$ cat config.mk
export PLATFORM = sky130hd
export DESIGN_NAME = div_unit
export DESIGN_NICKNAME = d
export VERILOG_FILES = /design/src/rtl/div_unit_pkg.sv /design/src/rtl/div_step.sv /design/src/rtl/div_unit.sv
export SDC_FILE = /design/constraint.sdc
export NUM_CORES = 1
export LEC_CHECK = 0
export BUFFER_PORTS_ARGS = -buffer_cell sky130_fd_sc_hd__buf_2
export CAP_MARGIN = 20
export CORE_UTILIZATION = 45
export CTS_BUF_LIST = sky130_fd_sc_hd__clkbuf_8
export DETAILED_ROUTE_END_ITERATION = 8
export GPL_ROUTABILITY_DRIVEN = 0
export PLACE_DENSITY = 0.69
export RECOVER_POWER = 50
export SKIP_LAST_GASP = 1
export SLEW_MARGIN = 20
export SYNTH_ARGS = -nofsm -noshare
export SYNTH_HDL_FRONTEND = slang
export SYNTH_SLANG_ARGS = --single-unit
$ cat constraint.sdc
create_clock -name clk -period 12.2 [get_ports clk]
set_input_delay 0.61 -clock clk [delete_from_list [all_inputs] [get_ports clk]]
set_output_delay 0.61 -clock clk [all_outputs]
set_load 0.02 [all_outputs]
$ cat src/rtl/div_unit_pkg.sv
// div_unit_pkg: shared ALU control codes and divider state encoding.
package div_unit_pkg;
   localparam logic [7:0] EXE_DIV_OP  = 8'b00011010;
   localparam logic [7:0] EXE_DIVU_OP = 8'b00011011;
   typedef enum logic [1:0] {
      DIV_IDLE = 2'b00,
      DIV_BUSY = 2'b01,
      DIV_DONE = 2'b10
   } div_state_t;
endpackage

$ cat src/rtl/div_step.sv
// div_step: one combinational restoring division iteration on {rem,quo}.
module div_step #(
   parameter int WIDTH = 32
) (
   input  logic [WIDTH-1:0] rem,
   input  logic [WIDTH-1:0] quo,
   input  logic [WIDTH-1:0] divisor,
   output logic [WIDTH-1:0] rem_next,
   output logic [WIDTH-1:0] quo_next
);
   logic [WIDTH:0] shifted;
   logic [WIDTH:0] trial;
   // One extra bit keeps the trial exact when the shifted remainder overflows WIDTH bits
   assign shifted  = {rem, quo[WIDTH-1]};
   assign trial    = shifted - {1'b0, divisor};
   assign rem_next = trial[WIDTH] ? shifted[WIDTH-1:0] : trial[WIDTH-1:0];
   assign quo_next = {quo[WIDTH-2:0], ~trial[WIDTH]};
endmodule

$ cat src/rtl/div_unit.sv
// div_unit: iterative radix-2 restoring DIV/DIVU for the EX stage with pipeline stall request.
// DIV_ZERO_FAST_EN: a zero divisor finishes in one cycle with lo=all ones, hi=dividend.
module div_unit
   import div_unit_pkg::*;
#(
   parameter int WIDTH = 32
) (
   input  logic             clk,
   input  logic             rst,
   input  logic [7:0]       alucontrolE,
   input  logic             validE,
   input  logic             flushE,
   input  logic             holdE,
   input  logic [WIDTH-1:0] srcaE,
   input  logic [WIDTH-1:0] srcbE,
   output logic             stall_div,
   output logic             div_ready,
   output logic [WIDTH-1:0] hi_out,
   output logic [WIDTH-1:0] lo_out
);
   localparam int CW = $clog2(WIDTH);
   localparam logic [CW-1:0] LAST = CW'(WIDTH - 1);
   div_state_t state;
   logic [CW-1:0] count;
   logic [WIDTH-1:0] rem, quo, divisor, rem_n, quo_n, mag_a, mag_b;
   logic q_sign, r_sign, is_div, sgn, fast_zero;
   assign sgn       = alucontrolE == EXE_DIV_OP;
   assign is_div    = validE & (sgn | alucontrolE == EXE_DIVU_OP);
   assign stall_div = is_div & ~flushE & (state != DIV_DONE);
   assign mag_a     = (sgn & srcaE[WIDTH-1]) ? -srcaE : srcaE;
   assign mag_b     = (sgn & srcbE[WIDTH-1]) ? -srcbE : srcbE;
`ifdef DIV_ZERO_FAST_EN
   assign fast_zero = srcbE == '0;
`else
   assign fast_zero = 1'b0;
`endif
   div_step #(.WIDTH(WIDTH)) u_step (
      .rem     (rem),
      .quo     (quo),
      .divisor (divisor),
      .rem_next(rem_n),
      .quo_next(quo_n)
   );
   always_ff @(posedge clk) begin
      if (!rst) begin
         state     <= DIV_IDLE;
         count     <= '0;
         hi_out    <= '0;
         lo_out    <= '0;
         div_ready <= 1'b0;
         rem       <= '0;
         quo       <= '0;
         divisor   <= '0;
         q_sign    <= 1'b0;
         r_sign    <= 1'b0;
      end else if (flushE) begin
         state     <= DIV_IDLE;
         div_ready <= 1'b0;
      end else begin
         case (state)
            DIV_IDLE: if (is_div) begin
               rem     <= '0;
               quo     <= mag_a;
               divisor <= mag_b;
               q_sign  <= sgn & (srcaE[WIDTH-1] ^ srcbE[WIDTH-1]);
               r_sign  <= sgn & srcaE[WIDTH-1];
               count   <= '0;
               state   <= fast_zero ? DIV_DONE : DIV_BUSY;
               if (fast_zero) begin
                  div_ready <= 1'b1;
                  hi_out    <= srcaE;
                  lo_out    <= '1;
               end
            end
            DIV_BUSY: begin
               rem   <= rem_n;
               quo   <= quo_n;
               count <= count + 1'b1;
               // Sign fixups are folded into the final step so DONE presents corrected results
               if (count == LAST) begin
                  state     <= DIV_DONE;
                  div_ready <= 1'b1;
                  lo_out    <= q_sign ? -quo_n : quo_n;
                  hi_out    <= r_sign ? -rem_n : rem_n;
               end
            end
            DIV_DONE: if (!holdE) begin
               state     <= DIV_IDLE;
               div_ready <= 1'b0;
            end
            default: state <= DIV_IDLE;
         endcase
      end
   end
endmodule

======== Word-level counts from Yosys, hierarchy flattened ========
Cells that the tools add are included.
storage, ports and cells
  output and inout port bits .............. 66
  input port bits ......................... 77
  flip-flop bits (word level) ............. 170
operators by class
  add/subtract/negate cells ............... 6
  reductions and logical operators ........ 9
  muxes and demuxes ....................... 18
  equal/unequal tests ..................... 9
  bitwise operators ....................... 11
operators by type and width
  cell                   count
  $mux W32               7
  $neg A32 Y32           4
  $pmux W32 S2           2
  $sub A33 B32 Y33       1
  $eq A8 B5 Y1 const B   2
  $reduce_and A3 Y1      5
  $pmux W5 S2            1
  $ne A2 B2 Y1 const B   4
  $and A1 B1 Y1          6
  $mux W2                3
  $pmux W2 S3            1
  $add A5 B1 Y5 const B  1
  $eq A5 B5 Y1 const B   1
  $mux W5                1
  $reduce_bool A2 Y1     2
  $not A1 Y1             3
  $eq A2 B1 Y1 const B   1
  $eq A2 B2 Y1 const B   1
  $logic_not A2 Y1       1
  $mux W1                2
  $pmux W1 S2            1
  $reduce_or A2 Y1       1
  $or A1 B1 Y1           1
  $xor A1 B1 Y1          1

======== Longest topological paths before layout ========
Gate-level depths: netlist (run 1).
  depth in word-level cells ............... 5
  depth in mapped cells ................... 24
  gate-level depth less buffers ........... 22

======== Hierarchy ========
Synthesis (run 1) repeated with hierarchy kept, for this count alone.
unflattened totals
  cells, all modules ...................... 1,546
  area, all modules ....................... 12,017.8 sq um
modules (own cells, without submodules)
  module    area an instance (sq um)  cells an instance  times used  seq. area each (sq um)
  div_unit  9,529.1                   1,204              1           3,403.3
  div_step  2,488.6                   342                1           0.0

======== Least setup slack after synthesis (run 1) ========
Ideal clock, no wire load.
  kind .................................... flip-flop to flip-flop
  start ................................... reg quo[31]
  end ..................................... reg hi_out[28]
  period minus slack after synthesis ...... 4.806 ns
  path buffers ............................ 2
  cell stages (with the launch flop) ...... 24
  arrival time ............................ 4.732 ns
  slack ................................... 7.394 ns
  cells stage by stage .................... dfxtp_1 inv_1 ha_1 fa_1 nand2b_1 a211oi_4 o2111ai_4 a21oi_4 o21a_4 nor2_4 inv_2 buf_2 buf_1 nor2_1 a21oi_1 ha_1 and4b_1 nand2_1 a21oi_1 a31oi_2 nor3_4 nand4_2 or4_1 a31oi_1
between the ends
  longest elaborated chain between the ends .. 4
RTL lines
  item                      RTL line        RTL
  start: declaration        div_unit.sv:25  logic [WIDTH-1:0] rem, quo, divisor, rem_n, quo_n, mag_a, mag_b;
  start signal: assignment  div_unit.sv:63  quo <= mag_a;
  start signal: assignment  div_unit.sv:77  quo <= quo_n;
  $sub A33 B32 Y33          div_step.sv:15  assign trial = shifted - {1'b0, divisor};
  $mux W32 (*)              div_step.sv:16  assign rem_next = trial[WIDTH] ? shifted[WIDTH-1:0] : trial[WIDTH-1:0];
  $neg A32 Y32              div_unit.sv:84  hi_out <= r_sign ? -rem_n : rem_n;
  $mux W32 (*)              div_unit.sv:84
  end signal: assignment    div_unit.sv:71  hi_out <= srcaE;
  end signal: assignment    div_unit.sv:84
  end: declaration          div_unit.sv:18  output logic [WIDTH-1:0] hi_out,
Mark *: on every way between the ends. The rest lies on a longest branch, timed or not.
A chain may end at the register's enable or synchronous reset.

======== Final worst setup path (run 1) ========
  start ................................... in rst
  end ..................................... reg quo[31]
RTL lines
  item                RTL line       RTL
  start: declaration  div_unit.sv:9  input logic rst,
No word-level cell between the ends.

==> results of run 1 <==
-- metrics by stage --
| stage | hold WS, ns | area, um2 | setup WS, ns | std cells | utilization (%) |
|---|---|---|---|---|---|
| 2_1_floorplan | 0.432 | 11700 | 7.39 | 1552 | - |
| 3_3_place_gp | 0.438 | 12500 | 7.21 | 1929 | 49.2 |
| 3_5_place_dp | 0.445 | 12500 | 7.04 | 1929 | 49.2 |
| 4_1_cts | 0.385 | 12900 | 6.99 | 1961 | 50.9 |
| 5_1_grt | 0.421 | 12900 | 5.41 | 1962 | 50.6 |
| 6_report | 0.414 | 12900 | 6.01 | 1963 | 50.6 |
-- metal layers --
metal	wire length, um	share of wire, %
met2	13300	40
met1	16700	50
met4	555	1.7
met5	0	0
met3	2650	8.0
-- critical path, delay by kind of cell --
kind	cells	cell delay [ns]
AO/OA/AOI/OAI	1	1.10
buffers and inverters	3	4.74
-- worst max-delay path by stage --
| stage | start | end | slack [ns] |
|---|---|---|---|
| after floorplan | quo[31] | hi_out[28] | 7.39 |
| after global placement | quo[31] | hi_out[28] | 7.21 |
| after detailed placement | quo[31] | hi_out[28] | 7.04 |
| after CTS | quo[31] | hi_out[28] | 6.99 |
| after global routing | rst | quo[31] | 5.41 |
| final | rst | quo[31] | 6.01 |
-- layout by cell type (no fill, tap or decap), drive strengths merged, types with 15 or more instances in the layout --
cell type | Yosys | routed
o211ai | 16 | 16
a211oi | 95 | 95
or3 | 21 | 21
nand4 | 22 | 22
or4 | 16 | 16
nor3 | 30 | 30
nor2 | 224 | 224
nand3 | 29 | 29
nor4 | 17 | 17
xor2 | 83 | 83
o31ai | 29 | 29
clkbuf | 80 | 86
ha | 38 | 38
inv | 58 | 63
o21ai | 83 | 83
o41ai | 16 | 16
xnor2 | 47 | 47
a31oi | 16 | 16
a22oi | 26 | 26
buf | 23 | 82
and2 | 15 | 15
dfxtp | 170 | 170
a21oi | 121 | 121
nand2 | 151 | 151
-- report_power, final --
part	leakage (nW)	internal [mW]	switching, mW
registers	1.37	0.555	0.000437
logic	3.34	0.0428	0.0784
clock network	0.212	0.159	0.265
total	4.92	0.757	0.344
-- area by class of cell --
cell class / count / area [um2]
fillers: 2541 / 12500
well taps: 330 / 413
clock inverters: 15 / 196
inverters: 58 / 219
multi-input cells: 1221 / 7680
diodes: 1 / 2.50
repair buffers: 151 / 707
flip-flops and latches: 170 / 3400
clock buffers: 17 / 234
-- registers in the layout, summed over array words and instances, names as in the netlist --
register and cells:
div_ready 1, divisor 32, rem 32, q_sign 1, count 5, quo 32
hi_out 32, r_sign 1, lo_out 32, state 2
-- logic make-up after synthesis --
group	Yosys count
AO/OA/AOI/OAI	462
adder cells (fa/ha/maj)	39
flip-flops	170
XOR/XNOR	130
buffers and inverters	161
AND/OR/NAND/NOR	568
multiplexers	22
==> results.py, run 1 <==
metrics = {
    "job": {
        "drv_cap": 3,
    },
    "yosys": {
        "ys_ff_latch": 170,
        "yosys-top-cells-area": "dfxtp_1 29%, nor2_1 7.1%, xor2_1 6.2%, a211oi_1 5.9%, a21oi_1 5.0%",
        "synth_xor_area_share_pct": 9.71,
        "async_flop_share_pct": 0,
        "seq_area_frac_synth_pct": 29.0,
        "yosysMostFrequentCell": "nor2_1",
        "syn_area_per_cell_um2": 7.55,
        "netlist_top_cells_count": "222 x nor2_1, 170 x dfxtp_1, 150 x nand2_1",
        "netlist_area_um2": 11700,
        "ys.flop_type": "dfxtp_1",
        "yosysTopAreaCellShare_pct": 29.0,
        "synth_edf_count": 0,
        "synth_largest_area_cell": "dfxtp_1",
        "synthAdderAreaFrac_pct": 4.23,
        "synth_compound_area_share_pct": 26.6,
        "synth_mux_area_share_pct": 2.01,
        "syn_inst": 1552,
        "synth-simple-area-share_pct": 22.9,
        "ys_types": 89,
        "ys_warn_count": 0,
        "synth_nets": 1668,
        "synth_top_family_by_area": "compound AO/OA/AOI/OAI gates",
    },
    "sta": {
        "finalCriticalPeriod_ns": 6.19,
        "slew_violations": 246,
        "setup_viol": 0,
        "maxSlewHeadroom_pct": -183,
        "fmax_ghz": 0.161,
        "rsz0062_at_grt": "no",
        "tightest_slew_ns": 4.25,
        "fin_crit_sh_pct": 50.8,
        "finalHoldViolCount": 0,
        "skew_ns": 0.0281,
        "final.setup.tns_ns": 0,
    },
    "setup_path": {
        "timing.rr.end": "hi_out[28]",
        "cp-end-kind": "register",
        "rr_startpoint": "quo[31]",
        "ff2ff_path_depth": 21,
        "cp.arrival_ns": 6.52,
        "required_ns": 12.52,
        "rrSetupSlack_ns": 6.87,
        "critical_path.cell_chain": "clkbuf_1 > clkinvlp_2 > clkbuf_1 > a311oi_1",
        "crit_fanout": 94,
        "criticalPathCategory": "input pin to register",
        "critPathLaunchType": "input pin",
        "slowest_stage": "clkinvlp_2",
        "slowest_delay_ns": 1.93,
        "crit_top_cell": "clkbuf_1",
    },
    "outcome": {
        "status": "complete, but fails checks",
        "violations": "max-capacitance violations, max-slew violations",
    },
    "cells_and_area": {
        "area_delta_synth_final_pct": 9.70,
        "drive_above_1_share_pct": 10.2,
        "nNetsFinal": 1735,
    },
    "clocking": {
        "cts_root_buf": "clkbuf_8",
        "clkTransAtPathRegs_ns": 0.11,
        "cts_resized": 0,
        "cts_num_sinks": 170,
        "cts_tree": "done",
        "numCtsBuffers": 17,
        "postCtsHoldBufs": 0,
        "cts_setup_buffers": 0,
        "clkLatencyLatePin_ns": 0.49,
        "cts_buffer_depth": 2,
        "htree_num_levels": 4,
    },
    "global_route": {
        "grt_max_degree": 97,
        "grt-ovfl-total": 0,
        "grt_pass1_wl_um": 52100,
        "met1_usage_pct": 39.0,
        "antenna_found_initial": 0,
        "track_usage_pct": 24.6,
        "met3_usage_pct": 3.25,
        "grt_pass1_vias": 9617,
        "busiest_layer": "met1",
        "met2_usage_pct": 33.8,
    },
    "detailed_routing": {
        "vias_per_cell": 5.85,
        "wirelength_um": 33200,
        "drtIter0Drc": 1266,
        "vias": 11500,
        "wire_per_inst_um": 16.9,
        "ant_nets": 0,
        "first_pass_iters": 6,
        "drc": 0,
    },
    "floorplan": {
        "dieArea_um2": 26700,
        "rows": 58,
        "fp.dieW_um": 163,
        "start_util_pct": 46.1,
        "core_area_um2": 25400,
        "die_y_um": 163,
        "io_pins": 143,
    },
    "place": {
        "hpwl_um": 24800,
        "port_buffers": 142,
    },
    "power_and_ir_drop": {
        "p_leak_nw": 4.92,
        "finalPower_mw": 1.10,
        "ir_drop_mv": 0.0557,
        "p_per_area_nw_per_um2": 85.6,
    },
    "worst_hold_path": {
        "whs_path_depth": 3,
        "hp-start": "holdE",
        "hold_path.class": "input pin to register",
        "timing.hold.worst_endpoint": "state[1]",
    },
}
No activity file was read; power rests on OpenSTA's default activity.
==> run 2: changes to the inputs <==
- ABC_AREA: default -> 1
- clock period: 12.2 -> 6.11 ns (I/O delays scaled with it)
==> run 2 against run 1 <==
Net effect: the flow still finishes with violations (max-capacitance violations, max-slew violations); sequential cell count stayed put; clock power is 100% higher; die area is 7.4% higher; utilization is 0.26 points higher; setup slack worse by 4.0 ns; via count is 17% higher; hold slack worse by 0.31 ns; sequential power is 100% higher; clock skew is 0.0077 ns lower; largest cell class unchanged; highest routed layer unchanged.
==> results.py, run 2 <==
metrics = {
    "yosys": {
        "ys_ff_latch": 170,
        "ys_types": 51,
        "ys_warn_count": 0,
        "synth_edf_count": 0,
        "syn_area_per_cell_um2": 6.10,
        "syn_inst": 2064,
        "synth_nets": 2180,
        "synth_largest_area_cell": "dfxtp_1",
        "yosysMostFrequentCell": "nand2_1",
        "netlist_top_cells_count": "556 x nand2_1, 287 x inv_1, 208 x nor2_1",
        "async_flop_share_pct": 0,
        "netlist_area_um2": 12600,
        "yosys-top-cells-area": "dfxtp_1 27%, nand2_1 17%, inv_1 8.6%, a21oi_1 7.4%, nor2_1 6.2%",
        "yosysTopAreaCellShare_pct": 27.0,
        "seq_area_frac_synth_pct": 27.0,
        "ys.flop_type": "dfxtp_1",
    },
    "setup_path": {
        "slowest_delay_ns": 0.42,
        "slowest_stage": "fa_1",
        "timing.rr.end": "lo_out[30]",
        "ff2ff_path_depth": 28,
        "crit_fanout": 46,
        "cp.arrival_ns": 4.52,
        "rr_startpoint": "quo[31]",
        "rrSetupSlack_ns": 1.96,
        "criticalPathCategory": "register to register",
        "cp-end-kind": "register",
        "critPathLaunchType": "register",
        "required_ns": 6.49,
    },
    "global_route": {
        "met3_usage_pct": 3.54,
        "busiest_layer": "met2",
        "grt_pass1_vias": 11900,
        "grt-ovfl-total": 0,
        "track_usage_pct": 26.7,
        "grt_pass1_wl_um": 61000,
        "grt_max_degree": 95,
        "met2_usage_pct": 44.0,
        "antenna_found_initial": 0,
        "met1_usage_pct": 35.8,
    },
    "power_and_ir_drop": {
        "ir_drop_mv": 0.107,
        "p_leak_nw": 6.67,
        "p_sw_uw": 705,
        "power.internal_mw": 1.56,
        "clkPwrFrac_pct": 37.7,
        "pwr-share-seq_pct": 48.9,
        "swShare_pct": 31.1,
        "p_per_area_nw_per_um2": 164,
        "p_comb_share_pct": 13.4,
    },
    "sta": {
        "tightest_slew_ns": 2.31,
        "fmax_ghz": 0.241,
        "fin_crit_sh_pct": 67.9,
        "skew_ns": 0.0204,
        "final.setup.tns_ns": 0,
        "finalHoldViolCount": 0,
        "finalCriticalPeriod_ns": 4.15,
        "worst_slack_ns": 1.96,
        "rsz0062_at_grt": "no",
        "setup_viol": 0,
        "maxSlewHeadroom_pct": -53.9,
        "slew_violations": 170,
    },
    "detailed_routing": {
        "vias": 13400,
        "wirelength_um": 38200,
        "wire_per_inst_um": 15.0,
        "first_pass_iters": 5,
        "drc": 0,
        "drtIter0Drc": 1293,
        "ant_nets": 0,
        "vias_per_cell": 5.27,
    },
    "worst_hold_path": {
        "timing.hold.worst_endpoint": "state[0]",
        "whs_path_depth": 4,
        "hp-start": "holdE",
        "hold_path.class": "input pin to register",
    },
    "cells_and_area": {
        "drive_above_1_share_pct": 8.33,
        "final_common_cell": "nand2_1",
        "diodes": 0,
        "area_delta_synth_final_pct": 9.81,
        "layout_common_cells": "556 x nand2_1, 286 x inv_1, 207 x nor2_1",
        "multi_input_area_um2": 7720,
        "nNetsFinal": 2276,
        "num-fill-cells": 2899,
        "regArea_um2": 3400,
    },
    "clocking": {
        "cts_resized": 0,
        "clkTransAtPathRegs_ns": 0.11,
        "cts_root_buf": "clkbuf_8",
        "cts_buffer_depth": 2,
        "cts_tree": "done",
        "htree_num_levels": 4,
        "cts_setup_buffers": 0,
        "numCtsBuffers": 17,
        "postCtsHoldBufs": 0,
        "clkLatencyLatePin_ns": 0.49,
        "cts_num_sinks": 170,
    },
    "floorplan": {
        "start_util_pct": 46.3,
        "dieArea_um2": 28700,
        "core_area_um2": 27200,
        "io_pins": 143,
        "fp.dieW_um": 169,
        "rows": 60,
        "die_y_um": 169,
    },
    "place": {
        "port_buffers": 142,
        "hpwl_um": 29100,
        "place_ws_ns": 2.09,
    },
    "outcome": {
        "violations": "max-capacitance violations, max-slew violations",
        "status": "complete, but fails checks",
    },
    "job": {
        "drv_cap": 4,
    },
}
-- run 2: layer usage --
layer | vias to the layer above | part of all wire [%]
li1 | 6833 | -
met1 | 6069 | 45
met2 | 448 | 46
met3 | 54 | 5.8
met4 | 0 | 2.5
met5 | - | 0
-- run 2: how the worst max path moves through the flow --
stage,endpoint,from,depth (start not counted),slack (ns)
3_5_place_dp,lo_out[30],quo[31],28,2.09
4_1_cts,lo_out[30],quo[31],28,2.04
5_1_grt,lo_out[30],quo[31],28,1.48
3_3_place_gp,lo_out[30],quo[31],28,2.15
2_1_floorplan,lo_out[30],quo[31],30,2.57
6_report,lo_out[30],quo[31],28,1.96
-- run 2: critical path, delay by kind of cell, from the launching register on --
kind                     cells  cell delay [ns]
AND/OR/NAND/NOR             15             1.68
adder cells (fa/ha/maj)      3             0.87
AO/OA/AOI/OAI                4             0.62
buffers and inverters        5             0.43
flip-flops                   1             0.34
XOR/XNOR                     1             0.09
-- run 2: metrics by stage --
| step | hold WS [ns] | std cells | cell area [um2] | util, % | total power [mW] |
|---|---|---|---|---|---|
| after global placement | 0.455 | 2512 | 13500 | 49.7 | 1.43 |
| after detailed placement | 0.457 | 2512 | 13500 | 49.7 | 1.43 |
| final | 0.107 | 2545 | 13800 | 50.9 | 2.27 |
| after floorplan | 0.440 | 2064 | 12600 | - | 1.34 |
| after global routing | 0.111 | 2545 | 13800 | 50.9 | 2.37 |
| after CTS | 0.0861 | 2544 | 13900 | 51.2 | 2.28 |
-- run 2: cells by family after synthesis --
logic type | synth area share [%]
compound gates | 18.2
flops | 27.0
buf+inv | 11.7
xor+xnor | 5.84
simple gates | 33.3
fa+ha+maj | 3.93
-- run 2: final cells by class --
cell class                 instances  share of cell area [%]
clock buffer                      18                    1.79
clock inverter                    14                    1.25
inverter                         294                    8.00
multi-input combinational       1524                    55.8
sequential                       170                    24.6
tap                              372                    3.37
timing repair buffer             153                    5.15
-- run 2: power groups by stage --
stage	combinational [mW]	sequential (mW)	clock, mW
2_1_floorplan	0.208	1.13	0
3_3_place_gp	0.296	1.13	0
3_5_place_dp	0.300	1.13	0
4_1_cts	0.301	1.11	0.867
5_1_grt	0.339	1.11	0.924
6_report	0.303	1.11	0.856
==> run 3: changes to the inputs <==
- ABC_AREA: 1 -> 0
- PLACE_DENSITY: 0.69 -> 0.72
- clock period: 6.11 -> 3.4 ns (I/O delays scaled with it)
==> run 3 against run 2 <==
Net effect: the flow finishes with violations (max-capacitance violations, max-slew violations, negative setup slack); design area increased by 12%; clock skew barely moved; final cell count fell by 12%; count of clock-buffer cells in the layout down 1; utilization up 10 points; critical path depth decreased by 7; sequential cell count stayed put; die area down 6.8%; setup slack worse by 2.5 ns; total power rose by 87%; critical endpoint is now hi_out[28]; combinational power grew 130%.
==> results.py, run 3 (synthesized netlist as in run 1, its figures left out) <==
metrics = {
    "clocking": {
        "cts_root_buf": "clkbuf_8",
        "cts_tree": "done",
        "clkLatencyLatePin_ns": 0.50,
        "cts_buffer_depth": 2,
        "numCtsBuffers": 17,
        "cts_num_sinks": 170,
        "htree_num_levels": 4,
        "clkTransAtPathRegs_ns": 0.11,
    },
    "place": {
        "dp.cells": 2156,
        "hpwl_um": 27600,
        "placed_area_um2": 14300,
        "place_ws_ns": -0.550,
        "port_buffers": 142,
    },
    "worst_hold_path": {
        "hold_path.class": "input pin to register",
    },
    "cells_and_area": {
        "multi_input_area_um2": 8220,
        "postLayoutCellArea_um2": 15500,
        "area_delta_synth_final_pct": 32.3,
        "nNetsFinal": 1999,
        "num-fill-cells": 2234,
        "finish.utilization_pct": 61.0,
        "final_cell_count_no_fill": 2228,
        "final_common_cell": "buf_4",
        "layout_common_cells": "249 x buf_4, 221 x nor2_1, 167 x dfxtp_1",
        "regArea_um2": 3410,
        "drive_above_1_share_pct": 26.2,
    },
    "power_and_ir_drop": {
        "swShare_pct": 31.6,
        "clkPwrFrac_pct": 37.0,
        "ir_drop_mv": 0.225,
        "p_leak_nw": 6.33,
        "p_per_area_nw_per_um2": 274,
        "finalPower_mw": 4.25,
        "power.internal_mw": 2.90,
        "pwr-share-seq_pct": 46.9,
        "p_comb_share_pct": 16.1,
        "p_sw_mw": 1.34,
    },
    "setup_path": {
        "critPathLaunchType": "register",
        "required_ns": 3.81,
        "cp.arrival_ns": 4.36,
        "cp-end-kind": "register",
        "crit_fanout": 5,
        "criticalPathCategory": "register to register",
    },
    "floorplan": {
        "io_pins": 143,
        "dieArea_um2": 26700,
        "die_y_um": 163,
        "start_util_pct": 46.1,
        "rows": 58,
        "fp.dieW_um": 163,
        "core_area_um2": 25400,
    },
    "detailed_routing": {
        "met2_length_um": 15900,
        "vias": 12800,
        "highest_layer": "met4",
        "wl_met1_um": 17500,
        "vias_per_cell": 5.74,
        "drc": 0,
        "ant_nets": 0,
        "wire_per_inst_um": 16.9,
        "first_pass_iters": 6,
        "wirelength_um": 37700,
        "met3_length_um": 3680,
        "drtIter0Drc": 1233,
    },
    "sta": {
        "fin_crit_sh_pct": 116,
        "finalHoldViolCount": 0,
        "setup_viol": 40,
        "hold_ws_ns": 0.0235,
        "final.setup.tns_ns": -8.66,
        "slew_violations": 53,
        "finalCriticalPeriod_ns": 3.95,
        "worst_slack_ns": -0.550,
        "skew_ns": 0.0203,
        "tightest_slew_ns": 2.01,
        "rsz0062_at_grt": "yes",
        "fmax_ghz": 0.253,
        "maxSlewHeadroom_pct": -33.9,
    },
    "job": {
        "drv_cap": 1,
    },
    "outcome": {
        "status": "complete, but fails checks",
        "violations": "max-capacitance violations, max-slew violations, negative setup slack",
    },
    "global_route": {
        "grt_max_degree": 93,
        "grt-ovfl-total": 0,
        "antenna_found_initial": 1,
        "track_usage_pct": 27.2,
        "grt_pass1_vias": 11300,
        "grt_pass1_wl_um": 58200,
    },
}
==> run 3: cell count changes in the layout (fill, tap and decap cells not counted), sizes merged, moves of 24 or more <==
cell,change
a22oi,+26
a211oi,+87
inv,-233
buf,+254
nand3,-75
a21oi,-69
o21ai,-74
nand2,-436
xnor2,+24
==> run 3: repair_timing <==
item / 4_1_cts / 5_1_grt
gates cloned: 0 / 1
resized for setup: 39 / 62
hold buffers: 7 / 0
endpoints found under the hold margin: 9 / 0
endpoints found under the setup margin: 44 / 55
setup buffers: 12 / 20
pin swaps: 32 / 26
==> run 3: path summary, 6_finish.rpt <==
check,from,to,slack (ns),cells after the start
min reg2reg,lo_out[0],lo_out[0],0.47,2
min,srcbE[4],divisor[4],0.02,3
max,quo[31],hi_out[28],-0.55,21
max reg2reg,quo[31],hi_out[28],-0.55,21
==> run 3: critical path, cell delays in order (launching register included) <==
cell and delay, ns:
dfxtp_2 0.35, inv_2 0.04, ha_4 0.15, fa_2 0.33, nand2b_4 0.16, a211oi_4 0.27
o2111ai_4 0.16, a21oi_4 0.24, o21a_4 0.18, nor2_4 0.04, inv_4 0.08, nor2_2 0.04
a21oi_2 0.13, ha_2 0.23, and4b_1 0.24, nand2_1 0.08, a21oi_2 0.17, a31oi_4 0.06
nor3_4 0.21, nand4_2 0.11, or4_1 0.40, a31oi_1 0.19
==> run 3: per-layer routing <==
layer,GRT usage [%],up-vias
met2,39.4,599
li1,-,6256
met1,39.5,5859
met3,6.65,67
met4,7.77,0
met5,0,-
==> run 3: final cells by class <==
class	count	share of cell area, %
diodes	2	0.0323
clock buffers	17	1.51
clock inverters	15	1.36
inverters	58	1.44
multi-input cells	1221	53.0
flip-flops and latches	170	22.0
well taps	330	2.66
repair buffers	415	18.0
==> run 3: power groups by stage <==
| stage | logic, mW | registers, mW | clock network, mW |
|---|---|---|---|
| 2_1_floorplan | 0.304 | 2.04 | 0 |
| 5_1_grt | 0.727 | 1.99 | 1.68 |
| 6_report | 0.684 | 1.99 | 1.57 |
| 4_1_cts | 0.601 | 1.99 | 1.59 |
| 3_3_place_gp | 0.532 | 2.04 | 0 |
| 3_5_place_dp | 0.543 | 2.04 | 0 |
